[config.mk]
export PLATFORM = sky130hd
export DESIGN_NAME = cpu_io_bridge
export DESIGN_NICKNAME = d
export VERILOG_FILES = /design/src/rtl/cpu_io_bridge_pkg.sv /design/src/rtl/cpu_io_bridge_sync_fifo.sv /design/src/rtl/cpu_io_bridge.sv
export SDC_FILE = /design/constraint.sdc
export NUM_CORES = 1
export LEC_CHECK = 0
export CAP_MARGIN = 20
export CELL_PAD_IN_SITES_DETAIL_PLACEMENT = 0
export CELL_PAD_IN_SITES_GLOBAL_PLACEMENT = 1
export CORE_ASPECT_RATIO = 1.75
export CORE_MARGIN = 2
export CORE_UTILIZATION = 51
export CTS_CLUSTER_SIZE = 24
export DETAILED_ROUTE_END_ITERATION = 16
export PLACE_DENSITY = 0.85
export SLEW_MARGIN = 10
export SYNTH_ARGS = -nofsm -noshare
export SYNTH_HDL_FRONTEND = slang
export SYNTH_SLANG_ARGS = --single-unit
[constraint.sdc]
create_clock -name clk -period 4.45 [get_ports clk]
set_input_delay 0.89 -clock clk [delete_from_list [all_inputs] [get_ports clk]]
set_output_delay 0.89 -clock clk [all_outputs]
set_load 0.02 [all_outputs]
[src/rtl/cpu_io_bridge_pkg.sv]
// -----------------------------------------------------------------------------
// cpu_io_pkg
//
// Shared definitions for the host/CPU I/O bridge.
//   DW_DEFAULT    : default data word width (matches the CPU din/dout port)
//   DEPTH_DEFAULT : default number of entries in each bridge FIFO
//   word_t        : one data word at the default width
// -----------------------------------------------------------------------------
package cpu_io_pkg;

    localparam int DW_DEFAULT    = 16;
    localparam int DEPTH_DEFAULT = 8;

    typedef logic [DW_DEFAULT-1:0] word_t;

endpackage : cpu_io_pkg

[src/rtl/cpu_io_bridge_sync_fifo.sv]
// -----------------------------------------------------------------------------
// sync_fifo
//
// Single-clock first-word-fall-through FIFO used for both directions of the
// bridge.
//
// Ports:
//   clk      : clock, all state updates on the rising edge
//   srst     : synchronous active-high reset; clears pointers and count
//              (storage contents are left alone)
//   wr_en    : push wr_data this cycle (ignored when full with no pop)
//   wr_data  : word to push
//   rd_en    : pop the head word this cycle (ignored when empty)
//   rd_data  : current head word, forced to 0 while the FIFO is empty
//   full     : count == DEPTH
//   empty    : count == 0
//   count    : occupancy, 0..DEPTH
// -----------------------------------------------------------------------------
module sync_fifo
    import cpu_io_pkg::*;
#(
    parameter int DW    = DW_DEFAULT,
    parameter int DEPTH = DEPTH_DEFAULT
) (
    input  logic                     clk,
    input  logic                     srst,
    input  logic                     wr_en,
    input  logic [DW-1:0]            wr_data,
    input  logic                     rd_en,
    output logic [DW-1:0]            rd_data,
    output logic                     full,
    output logic                     empty,
    output logic [$clog2(DEPTH):0]   count
);

    localparam int CW = $clog2(DEPTH) + 1;
    localparam int AW = CW - 1;

    // Storage. The head is read asynchronously so a word pushed at one edge
    // is visible on rd_data in the very next cycle (fall-through).
    logic [DW-1:0] mem [DEPTH];

    logic [AW-1:0] wr_ptr_q, wr_ptr_d;
    logic [AW-1:0] rd_ptr_q, rd_ptr_d;
    logic [CW-1:0] count_q,  count_d;

    logic full_w;
    logic empty_w;
    logic do_push;
    logic do_pop;

    assign full_w  = (count_q == CW'(DEPTH));
    assign empty_w = (count_q == '0);

    // Qualify requests locally so the pointers can never run past each other
    // even if a caller forgets to gate. A pop frees the slot the push uses
    // when full, because the head being popped is read before it is written.
    assign do_pop  = rd_en && !empty_w;
    assign do_push = wr_en && (!full_w || do_pop);

    always_comb begin
        wr_ptr_d = wr_ptr_q;
        rd_ptr_d = rd_ptr_q;
        count_d  = count_q;

        // Pointers are exactly AW bits wide, so +1 wraps modulo DEPTH.
        if (do_push) begin
            wr_ptr_d = wr_ptr_q + AW'(1);
        end
        if (do_pop) begin
            rd_ptr_d = rd_ptr_q + AW'(1);
        end

        unique case ({do_push, do_pop})
            2'b10:   count_d = count_q + CW'(1);
            2'b01:   count_d = count_q - CW'(1);
            default: count_d = count_q;
        endcase
    end

    always_ff @(posedge clk) begin
        if (srst) begin
            wr_ptr_q <= '0;
            rd_ptr_q <= '0;
            count_q  <= '0;
        end else begin
            wr_ptr_q <= wr_ptr_d;
            rd_ptr_q <= rd_ptr_d;
            count_q  <= count_d;
        end
    end

    // Storage write has no reset: stale words are unreachable once the
    // pointers are cleared, so there is no need to scrub them.
    always_ff @(posedge clk) begin
        if (do_push && !srst) begin
            mem[wr_ptr_q] <= wr_data;
        end
    end

    assign rd_data = empty_w ? '0 : mem[rd_ptr_q];
    assign full    = full_w;
    assign empty   = empty_w;
    assign count   = count_q;

endmodule : sync_fifo

[src/rtl/cpu_io_bridge.sv]
// -----------------------------------------------------------------------------
// cpu_io_bridge
//
// Host-side I/O bridge for the 16-bit CPU's din/dout port. Host words are
// buffered in an input FIFO and presented on cpu_din; CPU writes on cpu_dout
// are captured in an output FIFO that the host drains with valid/ready.
//
// Ports:
//   clk, sys_rst        : clock and synchronous active-high reset
//   host_in_data/valid  : host -> CPU word and its valid
//   host_in_ready       : input FIFO has room (registered state only)
//   cpu_din/valid       : head of input FIFO, 0 when empty / non-empty flag
//   cpu_din_rd          : CPU consumed cpu_din
//   cpu_dout/_we        : CPU output word and its write strobe
//   host_out_data/valid : head of output FIFO, 0 when empty / non-empty flag
//   host_out_ready      : host accepts host_out_data
//   in_count/out_count  : FIFO occupancies
//   in_underflow        : sticky, cpu_din_rd seen while input FIFO empty
//   out_overflow        : sticky, CPU write dropped because output FIFO full
// -----------------------------------------------------------------------------
module cpu_io_bridge
    import cpu_io_pkg::*;
#(
    parameter int DW    = DW_DEFAULT,
    parameter int DEPTH = DEPTH_DEFAULT
) (
    input  logic                     clk,
    input  logic                     sys_rst,

    input  logic [DW-1:0]            host_in_data,
    input  logic                     host_in_valid,
    output logic                     host_in_ready,

    output logic [DW-1:0]            cpu_din,
    output logic                     cpu_din_valid,
    input  logic                     cpu_din_rd,

    input  logic [DW-1:0]            cpu_dout,
    input  logic                     cpu_dout_we,

    output logic [DW-1:0]            host_out_data,
    output logic                     host_out_valid,
    input  logic                     host_out_ready,

    output logic [$clog2(DEPTH):0]   in_count,
    output logic [$clog2(DEPTH):0]   out_count,
    output logic                     in_underflow,
    output logic                     out_overflow
);

    // ---------------------------------------------------------------------
    // Input path: host -> CPU
    // ---------------------------------------------------------------------
    logic in_full;
    logic in_empty;
    logic in_push;
    logic in_pop;

    // Ready depends only on the registered occupancy. When full, a pop in
    // the same cycle does not open the door; ready rises the cycle after.
    assign host_in_ready = !in_full;
    assign in_push       = host_in_valid && !in_full;
    assign in_pop        = cpu_din_rd && !in_empty;
    assign cpu_din_valid = !in_empty;

    sync_fifo #(
        .DW    (DW),
        .DEPTH (DEPTH)
    ) u_in_fifo (
        .clk     (clk),
        .srst    (sys_rst),
        .wr_en   (in_push),
        .wr_data (host_in_data),
        .rd_en   (in_pop),
        .rd_data (cpu_din),
        .full    (in_full),
        .empty   (in_empty),
        .count   (in_count)
    );

    // ---------------------------------------------------------------------
    // Output path: CPU -> host
    // ---------------------------------------------------------------------
    logic out_full;
    logic out_empty;
    logic out_push;
    logic out_pop;
    logic out_drop;

    assign out_pop        = host_out_ready && !out_empty;
    // A drain in the same cycle frees a slot, so a write at full still lands.
    assign out_push       = cpu_dout_we && (!out_full || out_pop);
    assign out_drop       = cpu_dout_we && out_full && !out_pop;
    assign host_out_valid = !out_empty;

    sync_fifo #(
        .DW    (DW),
        .DEPTH (DEPTH)
    ) u_out_fifo (
        .clk     (clk),
        .srst    (sys_rst),
        .wr_en   (out_push),
        .wr_data (cpu_dout),
        .rd_en   (out_pop),
        .rd_data (host_out_data),
        .full    (out_full),
        .empty   (out_empty),
        .count   (out_count)
    );

    // ---------------------------------------------------------------------
    // Sticky error flags, cleared only by reset
    // ---------------------------------------------------------------------
    logic in_underflow_q, in_underflow_d;
    logic out_overflow_q, out_overflow_d;

    always_comb begin
        in_underflow_d = in_underflow_q;
        out_overflow_d = out_overflow_q;
        // A read against an empty FIFO is flagged even when a push lands in
        // the same cycle; that word was not yet visible to the CPU.
        if (cpu_din_rd && in_empty) begin
            in_underflow_d = 1'b1;
        end
        if (out_drop) begin
            out_overflow_d = 1'b1;
        end
    end

    always_ff @(posedge clk) begin
        if (sys_rst) begin
            in_underflow_q <= 1'b0;
            out_overflow_q <= 1'b0;
        end else begin
            in_underflow_q <= in_underflow_d;
            out_overflow_q <= out_overflow_d;
        end
    end

    assign in_underflow = in_underflow_q;
    assign out_overflow = out_overflow_q;

endmodule : cpu_io_bridge

==> metrics.txt, run 1 <==
status complete, no violations; synth warn 0; initial core utilization 0.517; Sw Ratio 0.281; CP Cell Sequence buf_4, mux4_2, mux2i_1, nor2_1, clkdlybuf4s50_1; Pre-antenna DRT Iters 7; setup_tns 0 ns; grt ovf 0; cells after synthesis 565; IO Pins 83; Worst-path clk slew 0.07 ns; synthesized flop and latch total 284; share of layout cells above drive strength 1 0.210; Comb power frac 0.280; Seq/Total Area, Yosys 0.745; most frequent cells after synthesis edfxtp_1 (256), mux4_2 (64), nor2_1 (62), mux2i_1 (36), dfxtp_1 (28); post-route non-filler standard cell count 981; Hold Buf Count CTS 0; fmax 266 MHz; later-pin clock latency in the skew report 0.52 ns; Seq pwr share 0.425; clock sinks 284; async set or reset register ratio after synthesis 0; DRC Markers 0; Via Count 5508; vias per cell 5.61; Least-Margin Pin Slew 0.619 ns; leakage dissipation 4.18 nW; final worst-path cycle share 0.846; Max stage delay cell, worst path dfxtp_2; die width 115 um; CP max FO 18; count leader, synth edfxtp_1; Primary FF master, synth edfxtp_1; Synth Area per Inst 19.6 sq um; Yosys top cell by area edfxtp_1; peak per-stage delay on the critical path 0.73 ns; PwrDens 561 nW/um^2; minimum clock period after layout 3.76 ns; core area 21400 sq um; clock buffer depth 3; Final Hold Viols 0; post-CTS sizing 0; Clk pwr share 0.295; CP required 3.56 ns; post-CTS setup repair buffer count 0; syn nets 614; Root Buffer clkbuf_16; TritonCTS clock tree yes; number of global-route vias before repair 5886; sw power 2.08 mW; die area 23000 sq um; Post-synth EDFFs 256; largest net degree at the start of global routing 33; placed cells 938; first-pass GRT wire length 31900 um; Synth-to-Final Area Change 19.2%; Diodes inserted 0; gr usage total 0.187; H-Tree Depth 1; routability cong. 0.729; Max transition margin 0.588; Iteration-0 DRC Markers 297; final-stage net count 721; Wirelength per Cell 21.5 um; Mapped Area 11100 sq um; type of the worst setup path flop to output pin; VDD IR max 0.000438 V; initial antenna violation count 0; min-delay worst type flop to flop; routed wire length 21100 um; worst hold slack 0.467 ns; cell family with most CP delay buffers and inverters; row count 71; Max-cap violations 0; Worst Setup End Kind output pin; Slew Viols, Final 0; Yosys cell types 43; CP arrival 2.87 ns; port bufs 82; fillers 1537; Final ANT Viol Nets 0; skew final 0.00772 ns; internal power 5.33 mW; CTS Buf Count 24; worst path bufs/invs 2; Die H 199 um; area share of the largest cell type after synthesis 0.694; dpl hpwl 13300 um; Final setup viols 0; RSZ-0062 raised after global routing false; CP Launch Type flop; synth top area cells edfxtp_1 (69%), mux4_2 (13%), dfxtp_1 (5.1%), mux2i_1 (3.3%), nor2_1 (2.1%)
per-stage QoR:
step	power, mW	instance area [sq um]	worst slack (ns)	util
2_1_floorplan	4.52	11100	1.10	-
3_3_place_gp	5.27	12400	1.22	0.578
3_5_place_dp	5.31	12400	1.19	0.578
4_1_cts	7.50	13200	0.599	0.617
5_1_grt	7.72	13200	0.510	0.617
6_report	7.41	13200	0.687	0.617
kinds of logic (layout without fill, tap and decap cells):
logic type      count (synthesis)  in the layout  synth area share
flops                         284            284             0.745
simple gates                  106            106            0.0463
xor+xnor                        9              9           0.00780
compound gates                 21             21            0.0108
mux                           101            101             0.164
buf+inv                        33            157            0.0134
fa+ha+maj                      11             11            0.0131
registers in the layout, indices dropped and copies added, names as in the netlist, named ones only:
name	count
u_out_fifo.rd_ptr_q	3
u_in_fifo.count	4
u_out_fifo.mem	128
out_overflow	1
u_out_fifo.wr_ptr_q	3
in_underflow	1
u_in_fifo.rd_ptr_q	3
u_in_fifo.wr_ptr_q	3
u_out_fifo.count	4
u_in_fifo.mem	128
path summary, 6_finish.rpt:
check                             startpoint                              end  slack [ns]  cells after the start
max reg2reg  u_in_fifo.count[0]$_SDFFE_PP0P_  u_in_fifo.count[3]$_SDFFE_PP0P_        1.65                     10
min                out_overflow$_SDFFE_PP0P_        out_overflow$_SDFFE_PP0P_        0.47                      2
max                                     flop                host_out_data[10]        0.69                      5
min reg2reg        out_overflow$_SDFFE_PP0P_        out_overflow$_SDFFE_PP0P_        0.47                      2
cells in the final DEF, fill, tap and decap left out, types with 2 or more instances in the layout:
cell type | synthesis | final
a21oi_1 | 14 | 14
dfxtp_2 | 0 | 2
nor2_1 | 62 | 62
nor4_2 | 0 | 2
bufinv_16 | 0 | 5
clkinv_2 | 0 | 3
nand3_1 | 6 | 6
mux2i_1 | 36 | 36
dfxtp_1 | 28 | 26
clkbuf_1 | 10 | 4
clkdlybuf4s50_1 | 0 | 82
clkbuf_16 | 0 | 24
edfxtp_1 | 256 | 256
nand3b_1 | 2 | 2
or2_2 | 2 | 2
nor3_2 | 0 | 6
buf_4 | 0 | 26
mux4_2 | 64 | 64
inv_2 | 2 | 2
clkinv_1 | 0 | 4
ha_1 | 10 | 10
nand2b_1 | 5 | 5
o21ai_0 | 2 | 2
xor2_1 | 7 | 7
nand2_1 | 10 | 10
inv_1 | 3 | 3
worst reg2reg max path: stages (launching register included):
cell,delay (ns)
dfxtp_1,0.39
nor4_4,0.27
buf_4,0.30
inv_2,0.07
and2_1,0.22
ha_1,0.26
ha_1,0.33
a21oi_1,0.18
a21oi_1,0.10
or4_1,0.46
a21oi_1,0.15
final cells by class:
class / instances / area [sq um] / share of cell area
repair buffers: 108 / 1020 / 0.0769
multi-input cells: 248 / 2720 / 0.206
flip-flops and latches: 284 / 8250 / 0.625
well taps: 292 / 365 / 0.0277
inverters: 6 / 25.0 / 0.00190
clock inverters: 15 / 213 / 0.0161
clock buffers: 28 / 616 / 0.0466
power by group through the flow:
stage	combinational [mW]	sequential (mW)	clock (mW)
global route	2.22	3.17	2.33
finish	2.07	3.15	2.19
floorplan	1.35	3.17	0
detailed placement	2.09	3.22	0
CTS	2.11	3.16	2.23
global placement	2.06	3.20	0
routing by layer:
metal	vias to the layer above	track usage	share of wire
met5	-	0	0
li1	2453	-	-
met3	38	0.0274	0.046
met4	0	0.0643	0.021
met1	2851	0.205	0.36
met2	166	0.359	0.58
(Power assumes the default switching activity.)
==> inputs of run 2 (changes only) <==
clock period = 3.8 ns   (was 4.45 ns; I/O delays follow)
==> run 2 against run 1 <==
  * Worst hold slack gained 0.024 ns
  * Sequential share of layout area grew 0.14 points
  * Largest power group unchanged
  * Sequential power grew 15%
  * Utilization shrank 0.14 points
  * Power grew 15%
  * Wire length shrank 1.8%
  * Worst setup slack lost 0.19 ns
==> metrics.txt, run 2 (same netlist as run 1, synthesis figures left out) <==
Root Buffer clkbuf_16; number of global-route vias before repair 5823 (-1.1%); Wirelength per Cell 21.2 um (-1.8%); H-Tree Depth 1 (unchanged); clock sinks 284 (unchanged); gr usage total 0.186 (-0.000946); Hold Buf Count CTS 0 (unchanged); initial antenna violation count 0 (unchanged); TritonCTS clock tree yes; minimum clock period after layout 3.30 ns; critical path depth 4 (-1); setup_tns 0 ns (unchanged); later-pin clock latency in the skew report 0.51 ns (about the same); Util after Layout 0.615 (-0.00140); skew final 0.00905 ns (+0.00133 ns); Slew Viols, Final 0 (unchanged); final worst-path cycle share 0.868; Largest regs u_in_fifo.mem: 128 flops, u_out_fifo.mem: 128 flops; VDD IR max 0.000502 V (+14%); Worst-path clk slew 0.07 ns (about the same); vias per cell 5.55 (-1.2%); CP max FO 12 (-6); most frequent cells in the layout edfxtp_1 (256), clkdlybuf4s50_1 (82), mux4_2 (64), nor2_1 (62), mux2i_1 (36); fin area 13200 sq um (-0.23%); leakage dissipation 4.16 nW (-0.39%); multi-input logic area 2720 sq um (unchanged); CP Launch Type flop; Place WS 0.677 ns (-0.511 ns); R2R depth 10 (unchanged); cell family with most CP delay flip-flops; Max-cap violations 0 (unchanged); flop2flop setup slack 0.95 ns (-0.70 ns); Max transition margin 0.410 (-0.177); CTS Buf Count 24 (unchanged); type of the worst setup path flop to output pin; DRC Markers 0 (unchanged); post-route non-filler standard cell count 981 (unchanged); initial core utilization 0.517 (unchanged); routability cong. 0.730 (+0.11%); port bufs 82 (unchanged); Die H 199 um (unchanged); min-delay worst type flop to flop; die area 23000 sq um (unchanged); final-stage net count 720 (-0.14%); Via Count 5442 (-1.2%); status complete, no violations; PwrDens 647 nW/um^2 (+15%); clock buffer depth 3 (unchanged); fillers 1510 (-1.8%); dpl hpwl 13100 um (-1.5%); largest net degree at the start of global routing 33 (unchanged); Hold Crit Depth 2 (unchanged); grt ovf 0 (unchanged); RSZ-0062 raised after global routing false; Final Hold Viols 0 (unchanged); placed cells 937 (-0.11%); worst path bufs/invs 2 (unchanged); post-CTS sizing 0 (unchanged); Max stage delay cell, worst path dfxtp_1; CP required 3.04 ns (-0.52 ns); Placed Instance Area 12400 sq um (+0.14%); CP Cell Sequence buf_4, mux2i_1, nor2_1, clkdlybuf4s50_1; commonest non-fill, non-tap cell in the layout edfxtp_1; CP arrival 2.54 ns (-0.33 ns); Synth-to-Final Area Change 19.0%; peak per-stage delay on the critical path 0.90 ns (+0.17 ns); share of layout cells above drive strength 1 0.210 (unchanged); core area 21400 sq um (unchanged); IO Pins 83 (unchanged); post-CTS setup repair buffer count 0 (unchanged); die width 115 um (unchanged); sequential cell area 8250 sq um (unchanged); Final setup viols 0 (unchanged); fmax 303 MHz; Final ANT Viol Nets 0 (unchanged); Diodes inserted 0 (unchanged); first-pass GRT wire length 32000 um (+0.13%); Worst Setup End Kind output pin; Least-Margin Pin Slew 0.883 ns (+0.265 ns); fin worst setup slack 0.502 ns (-0.185 ns); Iteration-0 DRC Markers 316 (+6.4%); routed wire length 20800 um (-1.8%); row count 71 (unchanged); Pre-antenna DRT Iters 5 (-2)
run 2: cell count changes in the layout (fill, tap and decap cells not counted):
cell	previous run	this run
bufinv_16	5	2
clkinv_4	1	0
clkinv_2	3	5
clkbuf_1	4	5
buf_4	26	23
clkinv_1	4	3
clkbuf_8	0	3
buf_12	0	2
run 2: worst paths after layout:
path | startpoint | end
max reg2reg | u_in_fifo.count[0]$_SDFFE_PP0P_ | u_in_fifo.count[3]$_SDFFE_PP0P_
min | out_overflow$_SDFFE_PP0P_ | out_overflow$_SDFFE_PP0P_
min reg2reg | out_overflow$_SDFFE_PP0P_ | out_overflow$_SDFFE_PP0P_
max | flop | cpu_din[11]
run 2: cell type report:
| type | count | area share |
|---|---|---|
| sequential | 284 | 0.626 |
| inverter | 6 | 0.00190 |
| clock buffer | 32 | 0.0501 |
| timing repair buffer | 107 | 0.0784 |
| multi-input combinational | 248 | 0.206 |
| tap | 292 | 0.0277 |
| clock inverter | 12 | 0.00912 |
run 2: worst min-delay path: cells and delay by family (launching register included):
kind               cells  cell delay, ns
AOI/OAI and AO/OA      1            0.05
DFF                    1            0.34
and+or+nand+nor        1            0.07
run 2: report_power, final:
group | total [mW] | leakage, nW | internal (mW) | switching, mW
Combinational | 2.50 | 1.24 | 1.22 | 1.28
Clock | 2.39 | 0.383 | 1.36 | 1.03
Sequential | 3.63 | 2.54 | 3.53 | 0.104
Total | 8.52 | 4.16 | 6.11 | 2.41
run 2: stage by stage:
stage          total power [mW]  hold WS, ns
2_1_floorplan              5.30        0.462
3_3_place_gp               6.19        0.451
3_5_place_dp               6.24        0.472
4_1_cts                    8.62        0.492
5_1_grt                    8.90        0.527
6_report                   8.52        0.491
run 2: per-layer routing:
metal  up-vias  share of wire  GRT usage
li1       2456              -          -
met1      2838           0.37      0.213
met2       125           0.58      0.357
met3        23          0.041     0.0250
met4         0          0.016     0.0509
met5         -              0          0
